--- src/rtl/edge_pkg.sv ---
// Shared types and constants for the edge playback block.
package edge_pkg;

  localparam int unsigned EDGE_PKG_DEFAULT_TW = 32;

  // Timestamp at the default width; parameterised instances size their own vectors.
  typedef logic [EDGE_PKG_DEFAULT_TW-1:0] ts_t;

  typedef enum logic [1:0] {
    IDLE  = 2'd0,
    RUN   = 2'd1,
    PAUSE = 2'd2
  } player_state_e;

endpackage : edge_pkg

--- src/rtl/edge_fifo.sv ---
// Synchronous timestamp FIFO with registered occupancy count.
// Push is ignored when full and pop is ignored when empty.
module edge_fifo #(
  parameter int unsigned DEPTH = 8,
  parameter int unsigned TW    = 32
) (
  input  logic                   clk,
  input  logic                   rst,
  input  logic                   push,
  input  logic [TW-1:0]          din,
  input  logic                   pop,
  output logic [TW-1:0]          head,
  output logic                   full,
  output logic                   empty,
  output logic [$clog2(DEPTH):0] count
);

  localparam int unsigned AW = $clog2(DEPTH);

  logic [TW-1:0] mem_q [DEPTH];
  logic [AW-1:0] wr_ptr_q, wr_ptr_d;
  logic [AW-1:0] rd_ptr_q, rd_ptr_d;
  logic [AW:0]   count_q, count_d;
  logic          do_push, do_pop;

  assign full  = (count_q == (AW+1)'(DEPTH));
  assign empty = (count_q == '0);
  assign count = count_q;
  assign head  = mem_q[rd_ptr_q];

  // Qualify requests against occupancy and compute next pointers/count.
  always_comb begin
    do_push  = push && !full;
    do_pop   = pop && !empty;
    wr_ptr_d = wr_ptr_q;
    rd_ptr_d = rd_ptr_q;
    count_d  = count_q;
    if (do_push) wr_ptr_d = wr_ptr_q + AW'(1);
    if (do_pop)  rd_ptr_d = rd_ptr_q + AW'(1);
    case ({do_push, do_pop})
      2'b10:   count_d = count_q + (AW+1)'(1);
      2'b01:   count_d = count_q - (AW+1)'(1);
      default: count_d = count_q;
    endcase
  end

  // Pointer and count registers; reset flushes the buffer.
  always_ff @(posedge clk) begin
    if (rst) begin
      wr_ptr_q <= '0;
      rd_ptr_q <= '0;
      count_q  <= '0;
    end else begin
      wr_ptr_q <= wr_ptr_d;
      rd_ptr_q <= rd_ptr_d;
      count_q  <= count_d;
    end
  end

  // Storage array; contents need no reset since the pointers define validity.
  always_ff @(posedge clk) begin
    if (do_push) mem_q[wr_ptr_q] <= din;
  end

endmodule : edge_fifo

--- src/rtl/edge_player.sv ---
// Replays buffered clock-edge timestamps as single-cycle pulses against a
// free-running time counter. A timestamp fires one cycle after it comes due;
// anything already in the past (within half the counter range) fires at once
// and raises the sticky late flag.
module edge_player
  import edge_pkg::*;
#(
  parameter int unsigned TW    = EDGE_PKG_DEFAULT_TW,
  parameter int unsigned DEPTH = 8
) (
  input  logic                   clock,
  input  logic                   reset,
  input  logic                   enable,
  input  logic [TW-1:0]          ts_data,
  input  logic                   ts_valid,
  output logic                   ts_ready,
  output logic                   edge_pulse,
  output logic [TW-1:0]          now,
  output logic [$clog2(DEPTH):0] level,
  output logic                   late
);

  player_state_e state_q, state_d;
  logic [TW-1:0] now_q, now_d;
  logic          pulse_q, pulse_d;
  logic          late_q, late_d;

  logic [TW-1:0] head;
  logic [TW-1:0] diff;
  logic          full, empty;
  logic          due, overdue, pop;

  edge_fifo #(
    .DEPTH (DEPTH),
    .TW    (TW)
  ) u_fifo (
    .clk   (clock),
    .rst   (reset),
    .push  (ts_valid),
    .din   (ts_data),
    .pop   (pop),
    .head  (head),
    .full  (full),
    .empty (empty),
    .count (level)
  );

  assign ts_ready   = !full;
  assign edge_pulse = pulse_q;
  assign now        = now_q;
  assign late       = late_q;

  // Modular compare of the head timestamp against the current time.
  always_comb begin
    diff    = head - now_q;
    due     = (diff == '0);
    overdue = diff[TW-1];
    pop     = (state_q == RUN) && !empty && (due || overdue);
    pulse_d = pop;
    late_d  = late_q | (pop && overdue);
  end

  // Mode sequencing and time counter advance.
  always_comb begin
    state_d = state_q;
    now_d   = now_q;
    unique case (state_q)
      IDLE: begin
        now_d = '0;
        if (enable) state_d = RUN;
      end
      RUN: begin
        now_d = now_q + TW'(1);
        if (!enable) state_d = PAUSE;
      end
      PAUSE: begin
        if (enable) state_d = RUN;
      end
      default: begin
        state_d = IDLE;
        now_d   = '0;
      end
    endcase
  end

  // State, counter and registered outputs.
  always_ff @(posedge clock) begin
    if (reset) begin
      state_q <= IDLE;
      now_q   <= '0;
      pulse_q <= 1'b0;
      late_q  <= 1'b0;
    end else begin
      state_q <= state_d;
      now_q   <= now_d;
      pulse_q <= pulse_d;
      late_q  <= late_d;
    end
  end

endmodule : edge_player

--- config.mk ---
export PLATFORM = sky130hd
export DESIGN_NAME = edge_player
export DESIGN_NICKNAME = d
export VERILOG_FILES = /design/src/rtl/edge_pkg.sv /design/src/rtl/edge_fifo.sv /design/src/rtl/edge_player.sv
export SDC_FILE = /design/constraint.sdc
export NUM_CORES = 1
export LEC_CHECK = 0
export CAP_MARGIN = 10
export CORE_ASPECT_RATIO = 0.75
export CORE_UTILIZATION = 40
export CTS_BUF_LIST = sky130_fd_sc_hd__clkbuf_8
export DETAILED_ROUTE_END_ITERATION = 7
export PLACE_DENSITY_LB_ADDON = 0.15
export SYNTH_ARGS = -nofsm -noshare
export SYNTH_HDL_FRONTEND = slang
export SYNTH_SLANG_ARGS = --single-unit
--- constraint.sdc ---
create_clock -name clock -period 11.1 [get_ports clock]
set_input_delay 3.33 -clock clock [delete_from_list [all_inputs] [get_ports clock]]
set_output_delay 3.33 -clock clock [all_outputs]
set_load 0.01 [all_outputs]
==> impl_metrics.py <==
metrics = {
    "place": {
        "port_buffers": 74,
        "dpl-instance-area_um2": 15300,
        "routabilityCongestion": 0.954,
        "dp_hpwl_um": 23000,
    },
    "power_and_ir_drop": {
        "clock_power_share_pct": 34.9,
        "leakage_nw": 5.15,
        "p_per_area_nw_per_um2": 152,
        "netSwitchingPower_uw": 631,
        "ir_drop_mv": 0.0843,
        "swShare_pct": 25.8,
        "comb_power_share_pct": 12.7,
        "p_seq_share_pct": 52.4,
        "p_int_mw": 1.82,
    },
    "detailed_routing": {
        "postRouteWirelength_um": 34300,
        "ant_nets": 0,
        "vias_per_cell": 5.50,
        "num_vias": 8548,
        "avgRoutedWirePerCell_um": 22.1,
        "drt-pass1-iter-count": 5,
        "drt-initial-drc-count": 818,
        "drc": 0,
    },
    "cts": {
        "insertion_delay_ns": 0.58,
        "ctsResizeCount": 0,
        "htreeDepth": 2,
        "cts.sinks": 305,
        "numCtsBuffers": 48,
        "post-cts-setup-buffers": 0,
        "cts_tree": "yes",
        "path_clk_slew_ns": 0.06,
        "cts_root_buf": "clkbuf_8",
        "holdBufCountCts": 0,
        "cts_buffer_depth": 3,
    },
    "grt": {
        "overflow": 0,
        "grt_pass1_vias": 8389,
        "antenna_found_initial": 0,
        "grt_pass1_wl_um": 52300,
        "grt_max_degree": 43,
        "grt_usage_pct": 19.9,
    },
    "final_layout": {
        "post-route-cell-area_um2": 16100,
        "fin_nets": 1141,
        "diodes": 0,
        "drive_gt1_share_pct": 18.4,
        "syn_to_final_growth_pct": 15.6,
        "num-fill-cells": 3009,
    },
    "sta": {
        "finalCritPeriodShare_pct": 58.7,
        "relSlewSlack_pct": 37.6,
        "finalSetupTns_ns": 0,
        "setup_viol": 0,
        "skew_ns": 0.0135,
        "period_needed_ns": 6.52,
        "hold_viol": 0,
        "fmax_mhz": 153,
        "rsz0062_at_grt": "false",
        "tightest_slew_ns": 0.935,
        "slew_viol_final": 0,
    },
    "synthesis": {
        "yosys_warnings": 0,
        "yosysTopAreaCell": "edfxtp_1",
        "ys_ff_latch": 305,
        "syn_inst": 962,
        "ys_dominant_reg_cell": "edfxtp_1",
        "synth_cell_types": 67,
        "seq_area_frac_synth_pct": 62.1,
        "async_flop_share_pct": 0,
        "synth_edf_count": 256,
        "syn_avg_cell_area_um2": 14.5,
        "synthesis.nets": 1037,
        "syn_area_um2": 14000,
        "synth_top_area_share_pct": 55.1,
        "netlist_top_cells_area": "edfxtp_1 (55%), mux4_2 (10%), dfxtp_1 (7.0%)",
    },
    "floorplanning": {
        "dieArea_um2": 35700,
        "die_h_um": 164,
        "design.core.area_um2": 34000,
        "pin_count": 75,
        "die_w_um": 218,
        "rows": 58,
        "start_util_pct": 41.1,
    },
    "setup_path": {
        "cp-end-kind": "flip-flop",
        "crit_fanout": 42,
        "cp_data_arrival_time_ns": 7.03,
        "cp.required_ns": 11.61,
        "path_class": "reg -> reg",
        "cp-start-kind": "flip-flop",
    },
    "worst_hold_path": {
        "hold_class": "reg -> reg",
    },
    "flow_run": {
        "maxCapViolCount": 0,
    },
    "status": {
        "status": "completed",
    },
}
## worst paths after layout
kind,slack (ns),startpoint,end,depth (start not counted)
worst max-delay path,4.58,flip-flop,u_fifo.count[3],21
worst min-delay path,0.48,state_q[0],state_q[0],1
worst max register to register,4.58,flip-flop,u_fifo.count[3],21
worst min register to register,0.48,state_q[0],state_q[0],1
## cell families (layout without fill, tap and decap cells)
kind of cell	after synthesis	after routing	synth area share, %
AO/OA/AOI/OAI	143	143	7.01
XOR/XNOR	48	48	3.01
adder cells (fa/ha/maj)	39	39	3.60
buffers and inverters	86	229	2.55
flip-flops	305	305	62.1
multiplexers	102	102	13.3
AND/OR/NAND/NOR	239	239	8.39
## synth_stat cells (5+ instances only)
cell type and count:
a211oi_1 12, a21o_1 7, a21oi_1 36, a21oi_2 5, buf_1 10, buf_2 9, clkbuf_1 16, dfxtp_1 49
edfxtp_1 256, ha_1 37, inv_1 48, mux2_2 30, mux2i_1 5, mux4_2 64, nand2_1 34, nand2b_1 7
nand3_1 26, nand4_1 17, nor2_1 86, nor2b_1 5, nor3_1 23, nor4_1 8, o2111ai_1 5, o21a_1 10
o21ai_0 26, o21ai_1 5, o21bai_1 5, or3_1 7, xnor2_1 33, xor2_1 15
## area by class of cell
| type | instances | area (um2) | share of cell area [%] |
|---|---|---|---|
| sequential | 305 | 8670 | 53.7 |
| inverter | 48 | 180 | 1.12 |
| multi-input combinational | 571 | 4990 | 30.9 |
| clock inverter | 39 | 174 | 1.08 |
| tap | 450 | 563 | 3.49 |
| timing repair buffer | 92 | 876 | 5.43 |
| clock buffer | 50 | 688 | 4.26 |
## metal layers
metal	track usage [%]	wire length, um	vias to the layer above
met5	0	0	-
met4	4.80	524	0
met3	3.63	2000	44
met2	28.4	14500	262
met1	31.0	17300	4297
li1	-	-	3945
## power by group through the flow
stage | Clock (mW) | Combinational, mW | Sequential (mW)
after detailed placement | 0 | 0.308 | 1.31
after floorplan | 0 | 0.210 | 1.30
final | 0.855 | 0.310 | 1.28
after global routing | 0.929 | 0.340 | 1.29
after global placement | 0 | 0.313 | 1.31
after CTS | 0.883 | 0.310 | 1.28
## critical path, stage by stage (launching register included)
cell and delay, ns:
dfxtp_4 0.64, buf_4 0.81, mux4_2 0.61, mux2_2 0.31
ha_1 0.41, a21oi_2 0.29, o21a_1 0.26, nor2_1 0.07
a2111oi_2 0.30, o2111ai_1 0.23, or3_1 0.37, nor4b_2 0.27
nand4_1 0.15, o21a_2 0.32, inv_1 0.08, ha_1 0.19
ha_1 0.24, a21o_1 0.17, a21oi_1 0.16, xnor2_1 0.08
or3_1 0.30, a21oi_1 0.14
## state kept, by name (all words and copies together) (netlist names), named ones only
register	count
u_fifo.count	4
now	32
state_q	2
u_fifo.mem_q	256
u_fifo.rd_ptr_q	3
late	1
edge_pulse	1
u_fifo.wr_ptr_q	3
## stage by stage
step / total power [mW] / std cells / hold WS [ns] / setup slack [ns] / util, %
4_1_cts: 2.48 / 1555 / 0.475 / 4.49 / 47.5
2_1_floorplan: 1.51 / 962 / 0.430 / 4.05 / -
3_3_place_gp: 1.62 / 1466 / 0.456 / 4.43 / 45.0
5_1_grt: 2.56 / 1555 / 0.498 / 3.92 / 47.5
3_5_place_dp: 1.62 / 1466 / 0.460 / 4.53 / 45.0
6_report: 2.45 / 1555 / 0.478 / 4.58 / 47.5
## layout by cell type (no fill, tap or decap), types with 34 or more instances in the layout
cell | netlist | layout
clkdlybuf4s50_1 | 0 | 74
mux4_2 | 64 | 64
dfxtp_1 | 49 | 46
a21oi_1 | 36 | 36
edfxtp_1 | 256 | 256
clkbuf_8 | 0 | 50
ha_1 | 37 | 37
nand2_1 | 34 | 34
nor2_1 | 86 | 83
inv_1 | 48 | 65
No activity file was read; power rests on OpenSTA's default activity.
==> RTL edit: new RTL, same settings <==
Make the reset (`reset` and `rst`) asynchronous in 2 clocked blocks.
--- a/src/rtl/edge_fifo.sv
+++ b/src/rtl/edge_fifo.sv
@@ -45,7 +45,7 @@
   end
 
   // Pointer and count registers; reset flushes the buffer.
-  always_ff @(posedge clk) begin
+  always_ff @(posedge clk or posedge rst) begin
     if (rst) begin
       wr_ptr_q <= '0;
       rd_ptr_q <= '0;
--- a/src/rtl/edge_player.sv
+++ b/src/rtl/edge_player.sv
@@ -84,7 +84,7 @@
   end
 
   // State, counter and registered outputs.
-  always_ff @(posedge clock) begin
+  always_ff @(posedge clock or posedge reset) begin
     if (reset) begin
       state_q <= IDLE;
       now_q   <= '0;
Behaviour: differs if reset is asserted again (counterexample within 4 cycles, from zero or initial values and one cycle with reset high); with reset held inactive, the same outputs for 4 cycles.
==> RTL edit against the unedited design <==
Wire length is 4.1% lower. Via count is 3.1% lower. Sequential cell count is 3 lower. Setup slack better by 0.12 ns. Synthesized area is 0.30% higher. Sequential share of layout area is 0.86 points higher. Cell area is 0.33% higher. First-iteration DRC count is 30% lower. Utilization is 0.16 points higher. Critical path type unchanged.
Power is not compared: it rests on default switching activity, and its combinational part moved more than twofold at a synthesized area within 25%.
==> RTL edit: results (changes against the unedited design) <==
- Worst hold start: u_fifo.wr_ptr_q[0] (was state_q[0])
- First-pass GRT wire length: 50.93 mm (was 52.34 mm)
- Total track usage: 19.20% (was 19.87%)
- R2R cell count: 20 (was 21)
- # nets final: 1125 (was 1141)
- Post-synthesis compound-gate area fraction: 6.960% (was 7.008%)
- CTS buffer count: 47 (was 48)
- Asr flop ratio synth: 15.23% (was 0%)
- Adder-Cell Fraction of Synth Area: 3.592% (was 3.603%)
- Seq/Total Area, Yosys: 63.12% (was 62.09%)
- DR iter-0 viols: 572 (was 818)
- Vias in the first global route: 8541 (was 8389)
- Worst Hold Slack: 0.5469 ns (was 0.4779 ns)
- Synth Area in XOR/XNOR: 3.127% (was 3.011%)
- Grt met3 use: 3.426% (was 3.630%)
- Share of cells above drive strength 1: 17.62% (was 18.37%)
- WHS Endpoint: u_fifo.wr_ptr_q[0] (was state_q[0])
- Met1 Resource Use GR: 29.26% (was 31.02%)
- DP Wirelength: 20.93 mm (was 23.00 mm)
- R2R Path End: u_fifo.count[3] (unchanged)
- Synthesized area per cell: 14.77 sq um (was 14.51 sq um)
- Drt total wl: 32.89 mm (was 34.31 mm)
- Mux cell area share after synthesis: 13.36% (was 13.34%)
- CP Max Fanout: 39 (was 42)
- Layout Cells excl Fill: 1534 (was 1555)
- Initial antenna violation count: 1 (was 0)
- Max Clock Skew: 0.02245 ns (was 0.01349 ns)
- CP arrival: 6.87 ns (was 7.03 ns)
- WL met2: 14.16 mm (was 14.53 mm)
- Largest net degree at the start of global routing: 47 (was 43)
- Highest routed layer: met5 (was met4)
- Flop2flop setup slack: 4.70 ns (was 4.58 ns)
- Via count: 8284 (was 8548)
- Outcome: complete, no violations (unchanged)
- Critical-path top delay cell: dfrtp_4 (was buf_4)
[RTL edit: final cells by class]
| cell class | instances | area [sq um] |
|---|---|---|
| fill | 3031 | 17760 |
| sequential | 302 | 8843 |
| multi-input combinational | 568 | 4917 |
| timing repair buffer | 89 | 853.3 |
| clock buffer | 51 | 701.9 |
| tap | 450 | 563.0 |
| clock inverter | 32 | 161.4 |
| inverter | 42 | 157.7 |
[RTL edit: through the flow]
| step | setup WS [ns] | total power (uW) |
|---|---|---|
| 3_3_place_gp | 4.764 | 3619 |
| 3_5_place_dp | 4.744 | 3616 |
| 4_1_cts | 4.719 | 4500 |
| 5_1_grt | 4.214 | 4780 |
| 6_report | 4.698 | 4465 |
| 2_1_floorplan | 4.693 | 3040 |
[RTL edit: how the worst max path moves through the flow]
| stage | cells past startpoint | to | slack, ns | startpoint |
|---|---|---|---|---|
| after global routing | 20 | u_fifo.count[3] | 4.21 | u_fifo.rd_ptr_q[0] |
| final | 20 | u_fifo.count[3] | 4.70 | u_fifo.rd_ptr_q[0] |
| after global placement | 20 | u_fifo.count[3] | 4.76 | u_fifo.rd_ptr_q[0] |
| after CTS | 20 | u_fifo.count[3] | 4.72 | u_fifo.rd_ptr_q[0] |
| after floorplan | 3 | u_fifo.mem_q[0][0] | 4.69 | ts_valid |
| after detailed placement | 20 | u_fifo.count[3] | 4.74 | u_fifo.rd_ptr_q[0] |
[RTL edit: power groups by stage]
| stage | sequential, uW | clock (uW) | combinational, uW |
|---|---|---|---|
| 2_1_floorplan | 1470 | 0 | 1570 |
| 5_1_grt | 1540 | 944 | 2300 |
| 4_1_cts | 1520 | 895 | 2090 |
| 3_5_place_dp | 1540 | 0 | 2070 |
| 6_report | 1510 | 866 | 2090 |
| 3_3_place_gp | 1540 | 0 | 2080 |
